$ cat config.mk
export PLATFORM = sky130hd
export DESIGN_NAME = sdec_bi_cnt
export DESIGN_NICKNAME = d
export VERILOG_FILES = /design/src/rtl/sdec_bi_cnt.sv
export SDC_FILE = /design/constraint.sdc
export NUM_CORES = 1
export LEC_CHECK = 0
export ABC_CLOCK_PERIOD_IN_PS = 2300
export BUFFER_PORTS_ARGS = -buffer_cell sky130_fd_sc_hd__clkbuf_2
export CAP_MARGIN = 20
export CORE_MARGIN = 5
export CORE_UTILIZATION = 40
export CTS_BUF_LIST = sky130_fd_sc_hd__clkbuf_4 sky130_fd_sc_hd__clkbuf_8
export DETAILED_ROUTE_END_ITERATION = 16
export MAX_ROUTING_LAYER = met4
export PLACE_DENSITY = 0.59
export SLEW_MARGIN = 15
export SYNTH_ARGS = -nofsm -noshare
export SYNTH_HDL_FRONTEND = slang
export SYNTH_SLANG_ARGS = --single-unit
$ cat constraint.sdc
create_clock -name clk -period 2.3 [get_ports clk]
set_input_delay 0.23 -clock clk [delete_from_list [all_inputs] [get_ports clk]]
set_output_delay 0.23 -clock clk [all_outputs]
set_load 0.005 [all_outputs]
$ cat src/rtl/sdec_bi_cnt.sv
// sdec_bi_cnt: bipolar stochastic-to-binary decoder.
// Counts ones over a window of 2^INWD valid bits and reports the signed
// bipolar value oC = ones - 2^(INWD-1) with a one-cycle oDone pulse.
// Build option: define SDEC_BI_CONT_EN for continuous mode (back-to-back
// windows after a single start); undefined gives single-shot windows.
module sdec_bi_cnt #(
    parameter int INWD = 8
) (
    input  logic              clk,
    input  logic              rst,
    input  logic              start,
    input  logic              iBit,
    input  logic              iValid,
    output logic              oBusy,
    output logic              oDone,
    output logic signed [INWD:0] oC
);

    typedef enum logic [0:0] {
        IDLE = 1'b0,
        ACC  = 1'b1
    } state_t;

    // Half-scale offset that maps the ones count onto the signed bipolar range.
    localparam logic [INWD:0] HALF_C = (INWD+1)'(1) << (INWD-1);
    // Sample index of the final bit in a window.
    localparam logic [INWD:0] LAST_C = (INWD+1)'((1 << INWD) - 1);
    localparam logic [INWD:0] ZERO_C = {(INWD+1){1'b0}};
    localparam logic [INWD:0] ONE_C  = (INWD+1)'(1);

    state_t          state_r;
    state_t          state_s;
    logic [INWD:0]   cnt_r;
    logic [INWD:0]   cnt_s;
    logic [INWD:0]   ones_r;
    logic [INWD:0]   ones_s;
    logic [INWD:0]   ones_inc_s;
    logic [INWD:0]   oc_r;
    logic [INWD:0]   oc_s;
    logic            done_r;
    logic            done_s;
    logic            busy_r;

    // Ones count including the bit presented this cycle.
    assign ones_inc_s = ones_r + {{INWD{1'b0}}, iBit};

    // FSM state register.
    always_ff @(posedge clk or posedge rst) begin
        if (rst) begin
            state_r <= IDLE;
        end else begin
            state_r <= state_s;
        end
    end

    // Next-state, counter updates and window completion.
    always_comb begin
        state_s = state_r;
        cnt_s   = cnt_r;
        ones_s  = ones_r;
        oc_s    = oc_r;
        done_s  = 1'b0;
        case (state_r)
            IDLE: begin
                if (start) begin
                    state_s = ACC;
                    cnt_s   = ZERO_C;
                    ones_s  = ZERO_C;
                end else begin
                    state_s = IDLE;
                end
            end
            ACC: begin
                if (iValid) begin
                    if (cnt_r == LAST_C) begin
                        // N-th valid bit: publish result and restart counting.
                        done_s = 1'b1;
                        oc_s   = ones_inc_s - HALF_C;
                        cnt_s  = ZERO_C;
                        ones_s = ZERO_C;
`ifdef SDEC_BI_CONT_EN
                        state_s = ACC;
`else
                        state_s = IDLE;
`endif
                    end else begin
                        cnt_s  = cnt_r + ONE_C;
                        ones_s = ones_inc_s;
                    end
                end else begin
                    state_s = ACC;
                end
            end
            default: begin
                state_s = IDLE;
                cnt_s   = ZERO_C;
                ones_s  = ZERO_C;
            end
        endcase
    end

    // Counters and registered outputs; a reset discards any partial window.
    always_ff @(posedge clk or posedge rst) begin
        if (rst) begin
            cnt_r  <= ZERO_C;
            ones_r <= ZERO_C;
            oc_r   <= ZERO_C;
            done_r <= 1'b0;
            busy_r <= 1'b0;
        end else begin
            cnt_r  <= cnt_s;
            ones_r <= ones_s;
            oc_r   <= oc_s;
            done_r <= done_s;
            busy_r <= (state_s == ACC);
        end
    end

    assign oBusy = busy_r;
    assign oDone = done_r;
    assign oC    = oc_r;

endmodule

== Word level (Yosys, flattened, before mapping) ==
Cells that the tools add are included.

* Equal/unequal tests: 3
* Add/sub/neg operators: 3
* Multiplexer cells: 14
* Reductions and logical operators: 2
* Bitwise operators: 1

{| class="wikitable"
|+ Operator list
! operator !! count
|-
| two-way mux 9 bit || 5
|-
| case mux 9 bit (2 select lines) || 2
|-
| adder 9 x 1 -> 9 bit || 1
|-
| adder 9 x 1 -> 9 bit, second input constant || 1
|-
| equality test 9 x 8 -> 1 bit, second input constant || 1
|-
| subtractor 9 x 8 -> 9 bit, second input constant || 1
|-
| two-way mux 1 bit || 6
|-
| inequality test 2 bit, second input constant || 2
|-
| AND reduction 3 bit || 1
|-
| case mux 1 bit (2 select lines) || 1
|-
| AND reduction 2 bit || 1
|-
| NOT 1 bit || 1
|}

* Word-level logic and storage cells: 28
* Bits in registers: 29
* Input port bits: 5
* Output and inout port bits: 11

== Depth between registers and ports, before layout ==
Gate-level depths: netlist of the first run.

* Depth after elaboration: 4
* Depth in mapped cells: 8

== Least setup slack after synthesis of the first run ==
No wires, ideal clock.

* Path type: register to register
* Start point: reg cnt_r[0]
* End point: reg oc_r[0] (netlist: oC[0])
* Buffers on the path: 1
* Path slack: 0.393 ns
* Cell stages (with the launch flop): 7
* Period minus slack after synthesis: 1.907 ns
* Data arrival time: 1.782 ns
* Cell sequence: dfrtp_1 -> ha_1 -> and3_4 -> nand3_4 -> or4_4 -> buf_6 -> mux2_4

* Word-level cells in the longest chain between the ends: 2

{| class="wikitable"
|+ Ends and longest elaborated chain
! element !! RTL line !! source
|-
| start, declared || 33 || <nowiki>logic [INWD:0] cnt_r;</nowiki>
|-
| start signal, assigned || 111 || <nowiki>cnt_r <= cnt_s;</nowiki>
|-
| equality test 9 x 8 -> 1 bit || 75 || <nowiki>if (cnt_r == LAST_C) begin</nowiki>
|-
| AND reduction 3 bit (no source line) || - ||
|-
| end signal, assigned || 113 || <nowiki>oc_r <= oc_s;</nowiki>
|-
| end, declared || 38 || <nowiki>logic [INWD:0] oc_r;</nowiki>
|}

Every way passes these cells.
A chain may end at the register's enable or synchronous reset.

== Final worst setup path of the first run ==
* Start point: reg cnt_r[0]
* End point: reg oc_r[1] (netlist: oC[1])

Same word-level chain as after synthesis.

==> results.yml, run 1 <==
status:
  outcome: "finished clean"
placed_design:
  postPlaceCellArea_um2: 1540
  hpwlAfterDp_um: 1880
  portBuffers: 15
  gp_congestion: 0.804
  dp.cells: 199
logic_synthesis:
  syn_area_per_cell_um2: 10.0
  seq_area_frac_synth: 0.506
  syn_nets: 152
  synthFlopType: "dfrtp_1"
  yosysTopAreaCell: "dfrtp_1"
  synth_top_area_frac: 0.506
  synth_edf_count: 0
  synth_cells: 143
  synth_area_leaders: "dfrtp_1 51%, o21ai_0 7.0%, nand2_1 6.0%"
  synth_warnings: 0
  synthArstFlopShare: 1.00
  syn_area_um2: 1440
  synth_cell_types: 29
  synth-seq-cells: 29
global_route:
  grt_pass1_vias: 1086
  grt.total_usage: 0.129
  grt_pass1_wl_um: 4870
  grt_overflow: 0
  grt_max_degree: 30
  antenna_found_initial: 0
sta:
  skew_ns: 0.0112
  post-route-min-period_ns: 2.02
  setup_violations: 0
  fmax_mhz: 496
  post-route-period-util: 0.877
  tightest_slew_ns: 0.594
  hold_viol: 0
  tns_ns: 0
  maxSlewViolCount: 0
  relSlewSlack: 0.604
  rsz0062_at_grt: "false"
worst_setup_path:
  critPathBufInv: 0
  startpoint: "cnt_r[0]"
  criticalPathCategory: "reg2reg"
  r2r-start: "cnt_r[0]"
  cp_slowest_cell: "or4_4"
  cp.required_ns: 2.52
  slowest_delay_ns: 0.66
  end_kind: "register"
  ff2ff_setup_slack_ns: 0.28
  startpoint_type: "register"
  path_delay_family: "simple AND/OR/NAND/NOR gates"
  cp_max_fo: 14
  cp_cell_sequence: "ha_1 -> and3_4 -> nand3_4 -> or4_4 -> mux2_4"
  arrival_ns: 2.23
final_layout:
  layout_common_cells: "29 x dfrtp_1, 23 x nand2_1, 20 x o21ai_0, 15 x clkbuf_2, 11 x nor2_1"
  diodes: 0
  nNetsFinal: 170
  layout.cells.non_filler: 208
  fin_util: 0.481
  area_growth_pct: 14.5
  design_area_um2: 1640
  final_common_cell: "dfrtp_1"
  fillers: 323
  drive_gt1_frac: 0.222
clock_network:
  cts-root-buf: "clkbuf_4"
  cts_buffer_depth: 2
  htreeDepth: 2
  cts_sinks: 29
  cts_made_buffers: 5
  clk_pin_slew_ns: 0.09
  clock_latency_ns: 0.32
  cts_tree: "built"
  ctsResizeCount: 0
pwr:
  p_int_mw: 0.878
  seqPwrFrac: 0.509
  power.share.clock: 0.383
  irDropWorstVdd_v: 0.000441
  p_leak_nw: 0.781
  powerDensity_nw_per_um2: 704
  p_switching_mw: 0.279
  swShare: 0.241
  combPwrFrac: 0.108
  finalPower_mw: 1.16
detailed_routing:
  detail-route-antenna-nets: 0
  wl_um: 2660
  detail_route.wl_per_cell_um: 12.8
  drc: 0
  drt_iter0_markers: 64
  vias: 1052
  vias_per_cell: 5.06
  dr.pass1.iters: 4
floorplanning:
  die_y_um: 69.9
  num_rows: 21
  core-area_um2: 3420
  ioPinCount: 16
  die_area_um2: 4890
  start_util: 0.420
  die_x_um: 69.9
run:
  cap_violations: 0
min_path:
  hold_path_class: "in2reg"
  min_from: "start"
==> power groups by stage <==
stage                     clock network, mW  registers, mW  logic (mW)
after global routing                  0.485          0.596       0.143
after CTS                             0.462          0.589       0.126
after global placement                    0          0.595       0.119
after detailed placement                  0          0.599       0.124
after floorplan                           0          0.588      0.0943
final                                 0.443          0.589       0.125
==> flip-flops by register name, summed over array words and instances, names as in the netlist <==
signal and flops:
cnt_r 9, ones_r 9, oBusy 1, oC 9, oDone 1
==> routing by layer <==
metal,track usage,up-vias,share of wire,wire length (um)
li1,-,531,-,-
met1,0.144,500,0.47,1240
met2,0.206,17,0.48,1280
met3,0.0473,4,0.040,107
met4,0.0574,0,0.011,28
met5,-,-,0,0
==> what timing repair did <==
item,in CTS,in global routing
hold endpoints to repair,29,0
buffers inserted,0,0
setup endpoints to repair,0,0
hold buffers,1,0
==> per-stage QoR <==
stage                     hold WS, ns  setup WS, ns
after floorplan                 0.308         0.393
after global placement          0.298         0.313
after detailed placement        0.303         0.278
after CTS                       0.133         0.272
after global routing            0.139         0.162
final                           0.146         0.282
==> cell usage after synthesis (2+ instances only) <==
| master | count |
|---|---|
| buf_6 | 2 |
| nand3_1 | 4 |
| a22o_1 | 3 |
| dfrtp_1 | 29 |
| and3_1 | 7 |
| and2_1 | 2 |
| nor2_1 | 11 |
| mux2_4 | 3 |
| xnor2_1 | 4 |
| o21ai_0 | 20 |
| nand2_1 | 23 |
| ha_1 | 4 |
| xor2_1 | 5 |
| nand2b_1 | 2 |
| clkbuf_1 | 5 |
| o31ai_1 | 3 |
| o21ai_2 | 4 |
==> area by class of cell <==
type,instances,area (um2),share of cell area
timing repair buffer,19,108,0.0655
tap,46,57.6,0.0350
clock inverter,1,30.0,0.0183
clock buffer,7,58.8,0.0358
sequential,29,726,0.442
multi-input combinational,105,659,0.401
inverter,1,3.75,0.00228
==> path summary, 6_finish.rpt <==
path / endpoint / depth (start not counted)
worst max-delay path: oC[1] / 5
min in group asynchronous: cnt_r[1] / 4
max in group asynchronous: cnt_r[0] / 4
worst min-delay path: oBusy / 3
worst min register to register: oC[3] / 2
worst max register to register: oC[1] / 5
==> worst reg2reg max path, stage by stage, from the launching register on <==
cell     delay, ns
dfrtp_1       0.38
ha_1          0.22
and3_4        0.22
nand3_4       0.10
or4_4         0.66
mux2_4        0.34
==> cells by family after synthesis <==
logic type,count (synthesis),share of synthesized area
compound gates,34,0.147
xor+xnor,9,0.0549
fa+ha+maj,4,0.0349
buf+inv,9,0.0349
flops,29,0.506
mux,3,0.0314
simple gates,55,0.191
Note: power is estimated with default switching activity, not from simulation.
==> run 2: changes to the inputs <==
--- a/config.mk
+++ b/config.mk
@@ -13,7 +13,8 @@
 export CTS_BUF_LIST = sky130_fd_sc_hd__clkbuf_4 sky130_fd_sc_hd__clkbuf_8
 export DETAILED_ROUTE_END_ITERATION = 16
 export MAX_ROUTING_LAYER = met4
-export PLACE_DENSITY = 0.59
+export PLACE_DENSITY = 0.66
+export RECOVER_POWER = 25
 export SLEW_MARGIN = 15
 export SYNTH_ARGS = -nofsm -noshare
 export SYNTH_HDL_FRONTEND = slang
==> results.yml, run 2 (synthesis results as in run 1) <==
detailed_routing:
  detail-route-antenna-nets: 0
  vias_per_cell: 5.17
  wl_um: 2660
  dr.pass1.iters: 4
  drc: 0
  vias: 1075
  drt_iter0_markers: 74
  detail_route.wl_per_cell_um: 12.8
final_layout:
  diodes: 0
  drive_gt1_frac: 0.222
  fillers: 328
  final_common_cell: "dfrtp_1"
  fin_util: 0.470
  nNetsFinal: 170
  area_growth_pct: 11.9
  seq_area_um2: 726
  multiInputGateArea_um2: 659
  layout_common_cells: "29 x dfrtp_1, 23 x nand2_1, 20 x o21ai_0, 16 x clkbuf_2, 11 x nor2_1"
worst_setup_path:
  end_kind: "register"
  cp.required_ns: 2.53
  cp_max_fo: 14
  startpoint_type: "register"
  criticalPathCategory: "reg2reg"
  arrival_ns: 2.26
floorplanning:
  num_rows: 21
  ioPinCount: 16
  die_x_um: 69.9
  die_area_um2: 4890
  core-area_um2: 3420
  start_util: 0.420
  die_y_um: 69.9
min_path:
  hold_path_class: "in2reg"
pwr:
  powerDensity_nw_per_um2: 634
  p_leak_nw: 0.767
  combPwrFrac: 0.120
  p_switching_mw: 0.286
  p_int_mw: 0.733
  seqPwrFrac: 0.579
  power.share.clock: 0.300
  swShare: 0.280
  irDropWorstVdd_v: 0.000221
sta:
  hold_viol: 0
  tns_ns: 0
  relSlewSlack: 0.537
  setup_violations: 0
  tightest_slew_ns: 0.694
  hold_ws_ns: 0.136
  rsz0062_at_grt: "false"
  post-route-period-util: 0.887
  fmax_mhz: 490
  skew_ns: 0.00886
  post-route-min-period_ns: 2.04
  maxSlewViolCount: 0
global_route:
  grt_overflow: 0
  grt.total_usage: 0.128
  grt_max_degree: 30
  antenna_found_initial: 0
  grt_pass1_vias: 1089
  grt_pass1_wl_um: 4890
clock_network:
  cts-root-buf: "clkbuf_4"
  cts_setup_buffers: 0
  htreeDepth: 2
  clock_latency_ns: 0.33
  cts_tree: "built"
  cts_buffer_depth: 2
  cts_sinks: 29
  cts_made_buffers: 5
  clk_pin_slew_ns: 0.10
placed_design:
  portBuffers: 15
  gp_congestion: 0.801
  hpwlAfterDp_um: 1880
status:
  outcome: "finished clean"
run:
  cap_violations: 0
-- run 2: cell types whose count changed in the layout (fill, tap and decap cells not counted) --
cell,previous run,this run
clkinv_2,0,2
buf_4,3,2
bufinv_16,1,0
clkbuf_2,15,16
clkbuf_8,1,0
-- run 2: power groups by stage --
stage / clock network [mW] / registers [mW] / logic, mW
floorplan: 0 / 0.588 / 0.0943
global placement: 0 / 0.595 / 0.118
detailed placement: 0 / 0.599 / 0.124
CTS: 0.319 / 0.589 / 0.126
global route: 0.344 / 0.597 / 0.143
finish: 0.306 / 0.590 / 0.122
-- run 2: cell type report --
type | count | area share
clock inverters | 2 | 0.00623
inverters | 1 | 0.00234
repair buffers | 19 | 0.0654
well taps | 46 | 0.0358
multi-input cells | 105 | 0.410
flip-flops and latches | 29 | 0.452
clock buffers | 6 | 0.0280
-- run 2: per-layer routing --
metal,part of all wire,up-vias,GRT usage,wire length (um)
met2,0.49,18,0.213,1300
met1,0.44,515,0.140,1180
met5,0,-,-,0
met3,0.047,7,0.0502,126
li1,-,535,-,-
met4,0.020,0,0.0447,53
-- run 2: worst paths after layout --
| kind | startpoint | endpoint | slack (ns) | cells after the start |
|---|---|---|---|---|
| hold / removal | start | oBusy | 0.14 | 3 |
| max in group asynchronous | rst | cnt_r[0] | 1.24 | 4 |
| setup reg to reg | cnt_r[0] | oC[1] | 0.26 | 5 |
| setup / recovery | cnt_r[0] | oC[1] | 0.26 | 5 |
| min in group asynchronous | rst | oC[4] | 0.61 | 4 |
| hold reg to reg | oC[7] | oC[7] | 0.48 | 2 |
-- run 2: timing repair --
action	in CTS	in global routing
endpoints found under the hold margin	29	0
resized for setup	0	0
endpoints found under the setup margin	0	0
hold buffers	1	0
-- run 2: metrics by stage --
stage                     power [mW]  instance area [um2]  setup slack, ns  instances
final                           1.02                 1610            0.261        208
after global placement         0.712                 1540            0.318        199
after CTS                       1.03                 1610            0.265        208
after detailed placement       0.723                 1540            0.256        199
after floorplan                0.682                 1440            0.393        143
after global routing            1.08                 1610            0.188        208
-- run 2: worst max-delay path, cell delays in order (launching register included) --
cell	delay, ns
dfrtp_1	0.39
ha_1	0.23
and3_4	0.23
nand3_4	0.10
or4_4	0.66
mux2_4	0.33
==> run 3: changes to the inputs <==
--- a/config.mk
+++ b/config.mk
@@ -5,7 +5,7 @@
 export SDC_FILE = /design/constraint.sdc
 export NUM_CORES = 1
 export LEC_CHECK = 0
-export ABC_CLOCK_PERIOD_IN_PS = 2300
+export ABC_CLOCK_PERIOD_IN_PS = 1900
 export BUFFER_PORTS_ARGS = -buffer_cell sky130_fd_sc_hd__clkbuf_2
 export CAP_MARGIN = 20
 export CORE_MARGIN = 5
==> constraint.sdc (replaced) <==
create_clock -name clk -period 1.9 [get_ports clk]
set_input_delay 0.19 -clock clk [delete_from_list [all_inputs] [get_ports clk]]
set_output_delay 0.19 -clock clk [all_outputs]
set_load 0.005 [all_outputs]
==> results.yml, run 3 (synthesis results as in run 1) <==
pwr:
  p_switching_mw: 0.348
  p_leak_nw: 0.823
  powerDensity_nw_per_um2: 760
  combPwrFrac: 0.124
  finalPower_mw: 1.31
  seqPwrFrac: 0.548
  p_int_mw: 0.959
  swShare: 0.266
  power.share.clock: 0.328
  irDropWorstVdd_v: 0.000248
clock_network:
  cts_made_buffers: 5
  htreeDepth: 2
  clk_pin_slew_ns: 0.09
  cts_buffer_depth: 2
  cts-root-buf: "clkbuf_4"
  clock_latency_ns: 0.33
  cts_tree: "built"
  cts_sinks: 29
floorplanning:
  core-area_um2: 3420
  num_rows: 21
  die_x_um: 69.9
  die_area_um2: 4890
  die_y_um: 69.9
  start_util: 0.420
  ioPinCount: 16
min_path:
  holdPathStages: 3
  hold_path_class: "in2reg"
  min_from: "start"
placed_design:
  hpwlAfterDp_um: 1920
  gp_congestion: 0.801
  portBuffers: 15
  place_ws_ns: -0.00436
  postPlaceCellArea_um2: 1580
  dp.cells: 203
sta:
  hold_viol: 0
  maxSlewViolCount: 0
  tns_ns: 0
  tightest_slew_ns: 0.718
  relSlewSlack: 0.521
  setup_violations: 0
  fmax_mhz: 527
  hold_ws_ns: 0.0952
  post-route-period-util: 1.00
  fin_ws_ns: 0.000882
  skew_ns: 0.0109
  post-route-min-period_ns: 1.90
  rsz0062_at_grt: "true"
final_layout:
  area_growth_pct: 19.8
  drive_gt1_frac: 0.292
  layout.cells.non_filler: 217
  layout_common_cells: "29 x dfrtp_1, 22 x nand2_1, 16 x clkbuf_2, 14 x o21ai_0, 11 x nor2_1"
  nNetsFinal: 179
  diodes: 0
  final_common_cell: "dfrtp_1"
  fin_util: 0.503
  design_area_um2: 1720
detailed_routing:
  detail-route-antenna-nets: 0
  drt_iter0_markers: 76
  vias_per_cell: 5.03
  vias: 1091
  wl_um: 2750
  dr.pass1.iters: 4
  detail_route.wl_per_cell_um: 12.7
  drc: 0
worst_setup_path:
  end_kind: "register"
  slowest_delay_ns: 0.61
  startpoint: "cnt_r[0]"
  arrival_ns: 2.11
  cp_max_fo: 7
  cp_slowest_cell: "or4_4"
  r2r-start: "cnt_r[0]"
  path_delay_family: "simple AND/OR/NAND/NOR gates"
  startpoint_type: "register"
  critPathBufInv: 0
  cp_cell_sequence: "ha_2 -> and3_4 -> nand3_4 -> or4_4 -> mux2_4"
  cp.required_ns: 2.11
  criticalPathCategory: "reg2reg"
  crit_cells: 5
  rr_worst_depth: 5
status:
  outcome: "finished clean"
global_route:
  grt.total_usage: 0.129
  grt_pass1_vias: 1046
  grt_overflow: 0
  antenna_found_initial: 0
  grt_max_degree: 30
  grt_pass1_wl_um: 4870
run:
  cap_violations: 0
run 3: cell type report:
class	count	area (um2)
fillers	323	1700
well taps	46	57.6
clock buffers	7	65.1
flip-flops and latches	29	726
repair buffers	28	176
inverters	1	3.75
clock inverters	1	5.00
multi-input cells	105	686
run 3: worst paths after layout:
kind / to / slack, ns
setup / recovery: oC[0] / 0.0009
hold / removal: oBusy / 0.1
setup reg to reg: oC[0] / 0.0009
hold reg to reg: oC[7] / 0.48
max in group asynchronous: cnt_r[2] / 0.86
min in group asynchronous: cnt_r[5] / 0.58
run 3: timing repair:
action | in CTS | in global routing
endpoints found under the hold margin | 29 | 0
hold buffers | 1 | 0
setup buffers | 0 | 4
pin swaps | 1 | 3
endpoints found under the setup margin | 7 | 16
resized for setup | 0 | 15
cloned | 0 | 1
run 3: worst min-delay path, stage by stage:
cell and delay, ns:
clkbuf_2 0.09, nor2_1 0.04, nor2_1 0.07
run 3: power by group through the flow:
stage	Combinational (mW)	Sequential, mW	Clock (mW)
final	0.163	0.716	0.428
after global routing	0.196	0.724	0.474
after CTS	0.158	0.715	0.447
after detailed placement	0.156	0.725	0
after global placement	0.147	0.722	0
after floorplan	0.115	0.712	0
run 3: routing by layer:
metal	vias to the layer above	global-route usage	routed length (um)
met5	-	-	0
met4	0	0.0447	45
met3	5	0.0445	133
met1	525	0.160	1260
li1	545	-	-
met2	16	0.195	1320
